**config.mk**
```make
export PLATFORM = sky130hd
export DESIGN_NAME = keypad_scanner
export DESIGN_NICKNAME = d
export VERILOG_FILES = /design/src/rtl/keypad_defs.sv /design/src/rtl/keypad_debounce.sv /design/src/rtl/keypad_scanner.sv
export SDC_FILE = /design/constraint.sdc
export NUM_CORES = 1
export LEC_CHECK = 0
export CAP_MARGIN = 20
export CORE_UTILIZATION = 63
export DETAILED_ROUTE_END_ITERATION = 8
export DONT_BUFFER_PORTS = 1
export PLACE_DENSITY = 0.88
export SETUP_SLACK_MARGIN = 0.2
export SYNTH_ARGS = -nofsm -noshare
export SYNTH_HDL_FRONTEND = slang
export SYNTH_SLANG_ARGS = --single-unit
```
**constraint.sdc**
```tcl
create_clock -name clk -period 3.6 [get_ports clk]
set_input_delay 0.72 -clock clk [delete_from_list [all_inputs] [get_ports clk]]
set_output_delay 0.72 -clock clk [all_outputs]
set_load 0.01 [all_outputs]
```
**src/rtl/keypad_defs.sv**
```systemverilog
// Shared keypad constants: key codes, debounce FSM encoding, default timing parameters.
// Game-level logic compares key_code against these names rather than raw nibbles.
package keypad_defs;

  localparam int SCAN_DWELL_DEFAULT     = 2;
  localparam int DEBOUNCE_SCANS_DEFAULT = 3;

  localparam logic [3:0] KEY_0    = 4'h0;
  localparam logic [3:0] KEY_A    = 4'hA;
  localparam logic [3:0] KEY_B    = 4'hB;
  localparam logic [3:0] KEY_C    = 4'hC;
  localparam logic [3:0] KEY_D    = 4'hD;
  localparam logic [3:0] KEY_STAR = 4'hE;
  localparam logic [3:0] KEY_HASH = 4'hF;

  typedef enum logic [1:0] {
    DEB_IDLE  = 2'd0,
    DEB_PRESS = 2'd1,
    DEB_HELD  = 2'd2,
    DEB_REL   = 2'd3
  } deb_state_e;

  // Physical layout: rows top to bottom, columns left to right.
  function automatic logic [3:0] key_map(input logic [1:0] r, input logic [1:0] c);
    logic [3:0] code;
    case ({r, c})
      4'h0: code = 4'h1;
      4'h1: code = 4'h2;
      4'h2: code = 4'h3;
      4'h3: code = KEY_A;
      4'h4: code = 4'h4;
      4'h5: code = 4'h5;
      4'h6: code = 4'h6;
      4'h7: code = KEY_B;
      4'h8: code = 4'h7;
      4'h9: code = 4'h8;
      4'hA: code = 4'h9;
      4'hB: code = KEY_C;
      4'hC: code = KEY_STAR;
      4'hD: code = KEY_0;
      4'hE: code = KEY_HASH;
      default: code = KEY_D;
    endcase
    return code;
  endfunction

endpackage

```
**src/rtl/keypad_debounce.sv**
```systemverilog
// Debounce FSM: accepts a press/release after DEBOUNCE_SCANS identical scan results.
// Outputs registered; key_press fires the cycle after the qualifying scan_done, no backpressure.
import keypad_defs::*;

module keypad_debounce #(
  parameter int DEBOUNCE_SCANS = DEBOUNCE_SCANS_DEFAULT
) (
  input  logic       clk,
  input  logic       rst_n,
  input  logic       scan_done,
  input  logic       raw_valid,
  input  logic [3:0] raw_code,
  output logic       key_valid,
  output logic [3:0] key_code,
  output logic       key_press
);

  localparam logic [2:0] CNT_DONE = 3'(DEBOUNCE_SCANS);

  deb_state_e state_q, state_d;
  logic [2:0] cnt_q, cnt_d;
  logic [3:0] cand_q, cand_d;
  logic       valid_q, valid_d;
  logic [3:0] code_q, code_d;
  logic       press_q, press_d;
  logic       raw_match;
  logic [2:0] cnt_inc;

  assign raw_match = raw_valid && (raw_code == cand_q);
  assign cnt_inc   = cnt_q + 3'd1;

  always_comb begin
    state_d = state_q;
    cnt_d   = cnt_q;
    cand_d  = cand_q;
    valid_d = valid_q;
    code_d  = code_q;
    press_d = 1'b0;
    if (scan_done) begin
      case (state_q)
        DEB_IDLE: begin
          if (raw_valid) begin
            cand_d = raw_code;
            cnt_d  = 3'd1;
            if (CNT_DONE == 3'd1) begin
              state_d = DEB_HELD;
              valid_d = 1'b1;
              code_d  = raw_code;
              press_d = 1'b1;
            end else begin
              state_d = DEB_PRESS;
            end
          end
        end
        DEB_PRESS: begin
          if (raw_match) begin
            cnt_d = cnt_inc;
            if (cnt_inc == CNT_DONE) begin
              state_d = DEB_HELD;
              valid_d = 1'b1;
              code_d  = cand_q;
              press_d = 1'b1;
            end
          end else begin
            state_d = DEB_IDLE;
            cnt_d   = 3'd0;
          end
        end
        DEB_HELD: begin
          if (!raw_match) begin
            cnt_d = 3'd1;
            if (CNT_DONE == 3'd1) begin
              state_d = DEB_IDLE;
              valid_d = 1'b0;
              code_d  = 4'h0;
            end else begin
              state_d = DEB_REL;
            end
          end
        end
        default: begin
          // Bouncing back to the held key resumes HELD silently; no second press.
          if (raw_match) begin
            state_d = DEB_HELD;
            cnt_d   = 3'd0;
          end else begin
            cnt_d = cnt_inc;
            if (cnt_inc == CNT_DONE) begin
              state_d = DEB_IDLE;
              cnt_d   = 3'd0;
              valid_d = 1'b0;
              code_d  = 4'h0;
            end
          end
        end
      endcase
    end
  end

  always_ff @(posedge clk or negedge rst_n) begin
    if (!rst_n) begin
      state_q <= DEB_IDLE;
      cnt_q   <= 3'd0;
      cand_q  <= 4'h0;
      valid_q <= 1'b0;
      code_q  <= 4'h0;
      press_q <= 1'b0;
    end else begin
      state_q <= state_d;
      cnt_q   <= cnt_d;
      cand_q  <= cand_d;
      valid_q <= valid_d;
      code_q  <= code_d;
      press_q <= press_d;
    end
  end

  assign key_valid = valid_q;
  assign key_code  = code_q;
  assign key_press = press_q;

endmodule

```
**src/rtl/keypad_scanner.sv**
```systemverilog
// 4x4 keypad scanner: column drive, row synchronizer, ghost-rejecting encoder, debounce.
// A scan takes 4*SCAN_DWELL cycles; outputs are registered, no backpressure.
import keypad_defs::*;

module keypad_scanner #(
  parameter int SCAN_DWELL     = SCAN_DWELL_DEFAULT,
  parameter int DEBOUNCE_SCANS = DEBOUNCE_SCANS_DEFAULT
) (
  input  logic       clk,
  input  logic       rst_n,
  input  logic [3:0] row,
  output logic [3:0] col,
  output logic       key_valid,
  output logic [3:0] key_code,
  output logic       key_press,
  output logic       key_star_rise
);

  localparam logic [3:0] DWELL_LAST = 4'(SCAN_DWELL - 1);
  // The synchronizer is two cycles deep; with a 2-cycle dwell the sampled rows
  // still belong to the previously driven column.
  localparam logic [1:0] COL_LAG = (SCAN_DWELL >= 3) ? 2'd0 : 2'd1;

  logic [3:0] row_s1_q, row_s1_d;
  logic [3:0] row_s2_q, row_s2_d;
  logic [3:0] dwell_q, dwell_d;
  logic [1:0] col_idx_q, col_idx_d;
  logic [1:0] hits_q, hits_d;
  logic [3:0] acc_code_q, acc_code_d;
  logic       scan_done_q, scan_done_d;
  logic       raw_valid_q, raw_valid_d;
  logic [3:0] raw_code_q, raw_code_d;

  logic       sample;
  logic [1:0] sample_col;
  logic [3:0] row_low;
  logic [1:0] hits_n;
  logic [3:0] code_n;

  assign sample     = (dwell_q == DWELL_LAST);
  assign sample_col = col_idx_q - COL_LAG;
  assign row_low    = ~row_s2_q;
  assign col        = ~(4'b0001 << col_idx_q);

  // Fold this column's rows into the running scan; hit count saturates at 2.
  always_comb begin
    hits_n = (col_idx_q == 2'd0) ? 2'd0 : hits_q;
    code_n = (col_idx_q == 2'd0) ? 4'h0 : acc_code_q;
    for (int r = 0; r < 4; r++) begin
      if (row_low[r]) begin
        if (hits_n != 2'd2) hits_n = hits_n + 2'd1;
        code_n = key_map(2'(r), sample_col);
      end
    end
  end

  always_comb begin
    row_s1_d    = row;
    row_s2_d    = row_s1_q;
    dwell_d     = sample ? 4'd0 : dwell_q + 4'd1;
    col_idx_d   = col_idx_q;
    hits_d      = hits_q;
    acc_code_d  = acc_code_q;
    scan_done_d = 1'b0;
    raw_valid_d = raw_valid_q;
    raw_code_d  = raw_code_q;
    if (sample) begin
      col_idx_d  = col_idx_q + 2'd1;
      hits_d     = hits_n;
      acc_code_d = code_n;
      if (col_idx_q == 2'd3) begin
        scan_done_d = 1'b1;
        raw_valid_d = (hits_n == 2'd1);
        raw_code_d  = (hits_n == 2'd1) ? code_n : 4'h0;
      end
    end
  end

  always_ff @(posedge clk or negedge rst_n) begin
    if (!rst_n) begin
      row_s1_q    <= 4'hF;
      row_s2_q    <= 4'hF;
      dwell_q     <= 4'd0;
      col_idx_q   <= 2'd0;
      hits_q      <= 2'd0;
      acc_code_q  <= 4'h0;
      scan_done_q <= 1'b0;
      raw_valid_q <= 1'b0;
      raw_code_q  <= 4'h0;
    end else begin
      row_s1_q    <= row_s1_d;
      row_s2_q    <= row_s2_d;
      dwell_q     <= dwell_d;
      col_idx_q   <= col_idx_d;
      hits_q      <= hits_d;
      acc_code_q  <= acc_code_d;
      scan_done_q <= scan_done_d;
      raw_valid_q <= raw_valid_d;
      raw_code_q  <= raw_code_d;
    end
  end

  keypad_debounce #(
    .DEBOUNCE_SCANS(DEBOUNCE_SCANS)
  ) u_debounce (
    .clk       (clk),
    .rst_n     (rst_n),
    .scan_done (scan_done_q),
    .raw_valid (raw_valid_q),
    .raw_code  (raw_code_q),
    .key_valid (key_valid),
    .key_code  (key_code),
    .key_press (key_press)
  );

  assign key_star_rise = key_press && (key_code == KEY_STAR);

endmodule

```
* Yosys cells after proc, flatten, opt, wreduce, memory -nomap -nowiden *
Cells that the tools add are included.

word-level totals
  bits in registers = 41
  latch bits = 0
  RAM bits = 0
  memory bits (read-only) = 0
  input bits = 6
  output and inout port bits = 11
  word-level logic and storage cells = 108
  memories kept = 0

cells by class
  $add $sub $neg = 8
  $mul = 0
  divide/modulo/power cells = 0
  magnitude comparators = 0
  equality and inequality tests = 20
  shift-type cells = 1
  multiplexer cells = 49
  bitwise operators = 3
  reductions and logical operators = 12

operators with widths
  cell                                                               number
  4-bit one-hot mux with 4 select lines                              3
  4-bit two-way mux                                                  11
  2-bit two-way mux                                                  15
  3-bit two-way mux                                                  5
  2-bit inequality test, second input constant                       7
  4-bit one-hot mux with 3 select lines                              1
  2-bit by 1-bit adder with 2-bit output, second input constant      5
  1-bit two-way mux                                                  10
  5-bit AND reduction                                                2
  3-bit one-hot mux with 3 select lines                              1
  2-bit == test, second input constant                               4
  4-bit inverter                                                     2
  4-bit one-hot mux with 2 select lines                              1
  2-bit by 1-bit == test with 1-bit output, second input constant    3
  2-bit logical NOT                                                  3
  2-bit one-hot mux with 3 select lines                              1
  3-bit AND reduction                                                2
  5-bit nonzero test                                                 1
  4-bit by 1-bit adder with 4-bit output, second input constant      1
  4-bit by 1-bit == test with 1-bit output, second input constant    1
  4-bit == test                                                      1
  4-bit == test, second input constant                               1
  1-bit by 2-bit << shifter with 4-bit output, first input constant  1
  3-bit by 1-bit adder with 3-bit output, second input constant      1
  other kinds (9)                                                    10

* Logic depth before layout (Yosys ltp) *
Gate-level depths: netlist of the first run.

  depth in word-level cells = 16
  depth in mapped cells = 15
  mapped depth without buffers = 15

* By module *
From an unflattened synthesis of the first run, not the netlist that was laid out.

second synthesis, totals
  cell total of the unflattened synthesis = 235
  area, all modules = 2454.9 um^2

by module, submodules not included
  module           instances  cells an instance  area each (um^2)  sequential area each (um^2)
  keypad_scanner   1          147                1529.0            660.6
  keypad_debounce  1          88                 925.9             375.4

* Least setup slack after synthesis of the first run *
Ideal clock, no wire load.

  path type = register to register
  start = register col_idx_q[0]
  end = register raw_code_q[2]
  setup time = 0.092 ns
  arrival = 2.900 ns
  data required time = 3.508 ns
  path slack = 0.608 ns
  stages on the path, launching flop included = 15
  buffers on the path = 0
  period minus slack after synthesis = 2.992 ns
  path through = dfrtp_1 inv_1 ha_1 inv_1 nand2_1 ha_1 xnor2_1 o22ai_2 nor4_1 o21ai_1 and3_1 ha_1 nor2_1 a41oi_4 o31ai_2

on the way
  elaborated cells between the ends (all ways) = 35
  classes of those cells = add/sub (5); eq/ne (9); mux (18); reduce/logical (3)

RTL lines
  item                                             RTL line              RTL
  start, declared                                  keypad_scanner.sv:27  logic [1:0] col_idx_q, col_idx_d;
  start signal, assigned                           keypad_scanner.sv:94  col_idx_q <= col_idx_d;
  2-bit by 1-bit subtractor with 2-bit output (*)  keypad_scanner.sv:41  assign sample_col = col_idx_q - COL_LAG;
  via sample_col[0]                                keypad_scanner.sv:35  logic [1:0] sample_col;
  2-bit == test (tied with other cells)            keypad_defs.sv:26     case ({r, c})
  4-bit one-hot mux with 4 select lines            keypad_defs.sv:26
  4-bit two-way mux (2 in series)                  keypad_scanner.sv:50  if (row_low[r]) begin
  4-bit two-way mux (*)                            keypad_scanner.sv:50
  4-bit two-way mux (*)                            keypad_scanner.sv:74  raw_code_d = (hits_n == 2'd1) ? code_n : 4'h0;
  end signal, assigned                             keypad_scanner.sv:99  raw_code_q <= raw_code_d;
  end, declared                                    keypad_scanner.sv:32  logic [3:0] raw_code_q, raw_code_d;

The timed path passes the listed nets; every way through them passes the cells marked *.
A chain may end at the register's enable or synchronous reset.

* Final worst setup path of the first run *
  start = register col_idx_q[0]
  end = register raw_code_q[0]

on the way
  elaborated cells between the ends (all ways) = 36
  classes of those cells = add/sub (5); eq/ne (9); mux (19); reduce/logical (3)

RTL lines
  item                                             RTL line
  2-bit by 1-bit subtractor with 2-bit output (*)  keypad_scanner.sv:41
  via sample_col[0]                                keypad_scanner.sv:35
  2-bit == test (tied with other cells)            keypad_defs.sv:26
  4-bit one-hot mux with 4 select lines            keypad_defs.sv:26
  4-bit two-way mux (3 in series)                  keypad_scanner.sv:50
  4-bit two-way mux (*)                            keypad_scanner.sv:50
  4-bit two-way mux (*)                            keypad_scanner.sv:74

The timed path passes the listed nets; every way through them passes the cells marked *. The select of a mux whose other input is x is not followed.

==> out/summary.txt, run 1 <==
Combinational Power Share: 0.167
layout cells sized above 1: 0.1667
Setup TNS: 0 ps
Post-synth top flop: dfrtp_1
GRT overflow: 0
CP Max Fanout: 6
router iterations before antenna repair: 4
Min-Delay Path Class: input port to async pin
Die ar.: 0.003814 mm2
CP dominant cell by count: ha_1
largest net degree at the start of global routing: 42
post-synthesis cell count: 225
antenna violations before repair: 0
first-pass GRT wire length: 6.575 mm
DRC violations left: 0
share of the synthesized area in the top cell type: 0.3671
kind of critical path: flop to flop
CP Launch Type: flop
syn nets: 242
max-slew violations: 0
switching power: 342.4 uW
max incr delay on CP: 410 ps
Total GRT Usage: 0.2421
EDFF count, synth: 0
Worst-path clk slew: 140 ps
status: completed
Root Buffer: clkbuf_4
Syn. warnings: 0
Final Total Pwr: 1111 uW
ys async rst share: 1.000
Final Skew: 11.41 ps
CTS max path bufs: 2
WL/cell: 15.16 um
Final ANT Viol Nets: 0
Lkg Pwr: 0.001062 uW
CTS tree: done
Tmin final: 3104 ps
final core occ: 0.7025
final hold violations: 0
Clk Latency, worst-skew pair: 370 ps
post-route met1 wirelength: 1.974 mm
number of synthesized register bits: 41
DR vias: 1639
Multi-input gate area: 0.001129 mm2
Pint: 768.9 uW
crit path DAT: 3340 ps
Synth cell types: 49
nets@finish: 244
top cells by count, synth: dfrtp_1, nand2_1, o21ai_0, inv_1, nor2_1
H-tree depth: 2
Slew Limit Headroom: 0.4994
switching part of the total: 0.3081
Post-DP HPWL: 2.926 mm
vias per cell: 5.982
WL met3: 166 um
starting density of the core: 0.6637
largest area contributor in the netlist: dfrtp_1
Pwr per Cell Area: 466.7 mW/mm2
Crit path required time: 3840 ps
Mean Syn Cell Area: 9.998 um2
top routing layer used: met4
# Max-Cap Violations: 0
RSZ-0062 raised after global routing: false
pin slew with the least headroom to its limit: 741.4 ps
crit path cell chain: inv_1, ha_2, inv_2, nand2_1, ha_1, xnor2_1, o22ai_2, nor4_2, o21ai_1, and3_1, ha_1, nor2_2, a41oi_4, o21ai_0
Final setup viols: 0
n_diodes: 0
endpoint class of the critical path: flop
Final period util: 0.8623
DRT Wirelength: 4.154 mm
Clock Power Share: 0.281
total CTS buffers: 5
gpl congestion: 0.8999
Area Growth Syn to Fin: 5.840%
die width: 61.76 um
sequential share of the synthesized area: 0.4605
Fill cells: 223
# rows: 21
final setup margin: 495.6 ps
VDD IR max: 0.0003147 V
register area: 0.001036 mm2
top-count cell post-synth: dfrtp_1
met2 WL: 1.962 mm
Peak Freq: 322.1 MHz
core box area: 0.003390 mm2
Die Ht: 61.76 um
I/O Buffers: 0
Seq pwr share: 0.552
CTS sink count: 41
IO Count: 17
drt initial violations: 94
DP Worst Slack: 311.8 ps
ranking of synthesized cells by area: dfrtp_1, dfstp_2, ha_1, o21ai_0, nand2_1
vias in the first global route: 1439
Crit-path slowest cell: dfrtp_1
Netlist Area Pre-Place: 0.002250 mm2
[worst paths after layout]
kind	startpoint	endpoint	slack [ps]	cells past startpoint
setup / recovery	col_idx_q[0]	raw_code_q[0]	500	14
setup reg to reg	col_idx_q[0]	raw_code_q[0]	500	14
hold reg to reg	row_s1_q[0]	row_s2_q[0]	360	0
min in group clk	row[1]	row_s1_q[1]	330	0
max in group asynchronous	rst_n	row_s1_q[3]	3380	0
hold / removal	rst_n	dwell_q[1]	20	0
[power by group through the flow]
stage               Clock, uW  Combinational (uW)  Sequential [uW]
CTS                       316                 184              613
detailed placement          0                 184              622
floorplan                   0                 172              588
finish                    312                 186              614
global placement            0                 176              620
global route              331                 208              625
[cells by family after synthesis]
group                    share of synthesized area
AO/OA/AOI/OAI                               0.1869
flip-flops                                  0.4605
multiplexers                               0.03893
XOR/XNOR                                   0.04283
adder cells (fa/ha/maj)                    0.06118
buffers and inverters                      0.04282
AND/OR/NAND/NOR                             0.1669
[layer usage]
layer	track usage	vias up
li1	-	796
met1	0.3365	798
met2	0.3748	40
met3	0.06211	5
met4	0.07619	0
met5	0	-
[sequential cells by signal, summed over array words and instances, names as in the netlist, 2 cells and up, named ones only]
| name | count |
|---|---|
| acc_code_q | 4 |
| col_idx_q | 2 |
| dwell_q | 4 |
| hits_q | 2 |
| raw_code_q | 4 |
| row_s1_q | 4 |
| row_s2_q | 4 |
| u_debounce.cand_q | 4 |
| u_debounce.cnt_q | 3 |
| u_debounce.key_code | 4 |
[final cells by class]
type	count	share of cell area
inverter	16	0.02522
multi-input combinational	161	0.4740
clock buffer	5	0.01576
sequential	41	0.4351
clock inverter	3	0.01944
tap	46	0.02417
timing repair buffer	2	0.006306
[per-stage QoR]
step,instances,hold WS [ps],instance area [um2]
floorplan,225,345.2,2250
global placement,265,345.4,2278
detailed placement,265,351.4,2278
CTS,273,13.13,2362
global route,274,5.725,2381
finish,274,22.07,2381
[critical path, delay by kind of cell, from the launching register on]
kind	cells	cell delay [ps]
XOR/XNOR	1	180
AND/OR/NAND/NOR	4	630
AO/OA/AOI/OAI	4	680
adder cells (fa/ha/maj)	3	830
flip-flops	1	410
buffers and inverters	2	240
[placed cells by master, fill, tap and decap left out, types with 2 or more instances in the layout]
cell | Yosys | layout
a21oi_1 | 6 | 6
a22oi_1 | 4 | 4
a31oi_1 | 5 | 5
and2_1 | 2 | 2
and2_4 | 2 | 2
and3_1 | 2 | 2
buf_4 | 0 | 2
clkbuf_4 | 0 | 5
dfrtp_1 | 33 | 33
dfstp_2 | 8 | 8
ha_1 | 11 | 10
inv_1 | 16 | 15
mux2_2 | 6 | 6
mux2i_1 | 2 | 2
nand2_1 | 27 | 27
nand2b_1 | 4 | 4
nand3_1 | 5 | 5
nand4_1 | 3 | 3
nor2_1 | 13 | 12
nor2b_1 | 4 | 4
nor3_1 | 6 | 6
o21ai_0 | 21 | 21
o22ai_1 | 2 | 2
o31ai_1 | 2 | 2
xnor2_1 | 8 | 8
xor2_1 | 3 | 3
[timing repair]
item                                    in CTS  in global routing
endpoints found under the setup margin       0                  6
setup buffers                                0                  1
gates resized for setup                      0                  4
hold buffers                                 0                  0
Power figures use the tool's default switching activity.
==> run 2, diff against run 1 <==
Settings changed: GPL_ROUTABILITY_DRIVEN set to 1, PLACE_DENSITY 0.88 to unset, PLACE_DENSITY_LB_ADDON set to 0.2.
==> run 2 against run 1 <==
  * Clock-buffer cell count increased by 1
  * Worst hold slack gained 9.0 ps
  * Via count up 2.4%
  * Cell count stayed put
  * Setup slack improved by 31 ps
  * Total power is 5.2% lower
  * Combinational power about the same
  * Register-to-register slack better by 30 ps
  * Non-clock buffer count is the same
  * Routed wire length decreased by 0.39%
  * Sequential power hardly changed
  * Fmax is 1.0% higher
  * Critical path type unchanged
  * Critical endpoint is now raw_code_q[2]
  * Largest cell class unchanged
==> out/summary.txt, run 2 (synthesis gave the netlist of run 1 again) <==
max-slew violations: 0 (unchanged)
WL/cell: 15.10 um (-0.39%)
first-pass GRT wire length: 6.575 mm (unchanged)
most common cell after layout, fill and taps aside: dfrtp_1
most frequent cells in the layout: dfrtp_1, nand2_1, o21ai_0
kind of critical path: flop to flop
Final Cell Area: 0.002360 mm2 (-0.89%)
vias in the first global route: 1543 (+7.2%)
Final Skew: 19.37 ps (+7.961 ps)
router iterations before antenna repair: 5 (+1)
final setup margin: 526.9 ps (+31.25 ps)
Worst-path clk slew: 130 ps (about the same)
CTS sink count: 41 (unchanged)
largest net degree at the start of global routing: 42 (unchanged)
Post-DP HPWL: 3.065 mm (+4.8%)
hold slack: 31.12 ps (+9.047 ps)
core box area: 0.003390 mm2 (unchanged)
worst reg2reg path depth: 14 (unchanged)
layout cells sized above 1: 0.1623 (-0.004386)
Crit path required time: 3880 ps (+40 ps)
area post-placement: 0.002278 mm2 (unchanged)
CTS max path bufs: 2 (unchanged)
# Max-Cap Violations: 0 (unchanged)
DP Worst Slack: 274.9 ps (-36.89 ps)
crit path DAT: 3350 ps (about the same)
Root Buffer: clkbuf_4
CTS tree: done
RSZ-0062 raised after global routing: false
antenna violations before repair: 0 (unchanged)
DRC violations left: 0 (unchanged)
Die ar.: 0.003814 mm2 (unchanged)
Final period util: 0.8537 (-0.008679)
DRT Wirelength: 4.138 mm (-0.39%)
Die Ht: 61.76 um (unchanged)
Setup TNS: 0 ps (unchanged)
starting density of the core: 0.6637 (unchanged)
Final ANT Viol Nets: 0 (unchanged)
IO Count: 17 (unchanged)
Peak Freq: 325.4 MHz (+1.0%)
VDD IR max: 0.0003141 V (-0.20%)
Min-Delay Path Class: input port to async pin
final hold violations: 0 (unchanged)
Fill cells: 232 (+4.0%)
n_diodes: 0 (unchanged)
CP Launch Type: flop
die width: 61.76 um (unchanged)
pin slew with the least headroom to its limit: 612.4 ps (-129.0 ps)
gpl congestion: 0.8330 (-7.4%)
Tmin final: 3073 ps (-31.25 ps)
R2R Path Start: col_idx_q[0]
R2R Path End: raw_code_q[2]
Lkg Pwr: 0.001055 uW (-0.64%)
drt initial violations: 141 (+50%)
total CTS buffers: 5 (unchanged)
endpoint class of the critical path: flop
register area: 0.001037 mm2 (+0.12%)
Clk Latency, worst-skew pair: 360 ps (about the same)
Total GRT Usage: 0.2414 (-0.0007480)
GRT overflow: 0 (unchanged)
Area Growth Syn to Fin: 4.894%
CP Max Fanout: 6 (unchanged)
vias per cell: 6.124 (+2.4%)
Slew Limit Headroom: 0.5865 (+0.08708)
status: completed
# rows: 21 (unchanged)
Final setup viols: 0 (unchanged)
DR vias: 1678 (+2.4%)
nets@finish: 244 (unchanged)
Multi-input gate area: 0.001122 mm2 (-0.55%)
I/O Buffers: 0 (unchanged)
H-tree depth: 2 (unchanged)
Pwr per Cell Area: 446.6 mW/mm2 (-4.3%)
reg2reg setup slack: 530 ps (+30 ps)
[run 2: power breakdown]
group | internal (uW) | switching [uW]
logic | 95.2 | 92.1
registers | 527 | 89.3
clock network | 95.4 | 155
[run 2: per-layer routing]
metal,wire length [um],vias up,GRT usage
met1,1725,824,0.2811
met3,169,9,0.06625
met2,2179,48,0.4117
met4,63,0,0.1175
met5,0,-,0
li1,-,797,-
[run 2: worst max-delay path by stage]
stage            startpoint       endpoint  slack (ps)  depth (start not counted)
3_5_place_dp   col_idx_q[0]  raw_code_q[2]         270                         14
5_1_grt        col_idx_q[0]  raw_code_q[2]         270                         14
4_1_cts        col_idx_q[0]  raw_code_q[2]         260                         14
6_report       col_idx_q[0]  raw_code_q[2]         530                         14
2_1_floorplan  col_idx_q[0]  raw_code_q[2]         610                         14
3_3_place_gp   col_idx_q[0]  raw_code_q[2]         460                         14
[run 2: repair_timing]
| action | in CTS | in global routing |
|---|---|---|
| gates resized for setup | 0 | 4 |
| hold endpoints to repair | 0 | 13 |
| hold buffers | 0 | 1 |
| buffers inserted | 0 | 0 |
| endpoints found under the setup margin | 0 | 6 |
[run 2: area by class of cell]
cell class | instances | share of cell area
Clock inverter | 2 | 0.005832
Inverter | 16 | 0.02545
Timing Repair Buffer | 2 | 0.007423
Clock buffer | 6 | 0.02174
Multi-Input combinational cell | 161 | 0.4756
Tap cell | 46 | 0.02439
Sequential cell | 41 | 0.4396
[run 2: metrics by stage]
| step | std cells | utilization | total power [uW] |
|---|---|---|---|
| 3_3_place_gp | 265 | 0.6722 | 793.4 |
| 4_1_cts | 273 | 0.6914 | 1058 |
| 2_1_floorplan | 225 | - | 759.7 |
| 6_report | 274 | 0.6962 | 1054 |
| 3_5_place_dp | 265 | 0.6722 | 809.5 |
| 5_1_grt | 274 | 0.6962 | 1117 |
[run 2: worst max-delay path, cell delays in order (launching register included)]
cell and delay (ps):
dfrtp_2 420, inv_1 110, ha_2 230, inv_2 120
nand2_1 100, ha_1 300, xnor2_1 170, o22ai_2 140
nor4_1 290, o21ai_1 150, and3_1 220, ha_1 290
nor2_2 150, a41oi_4 60, o31ai_2 260
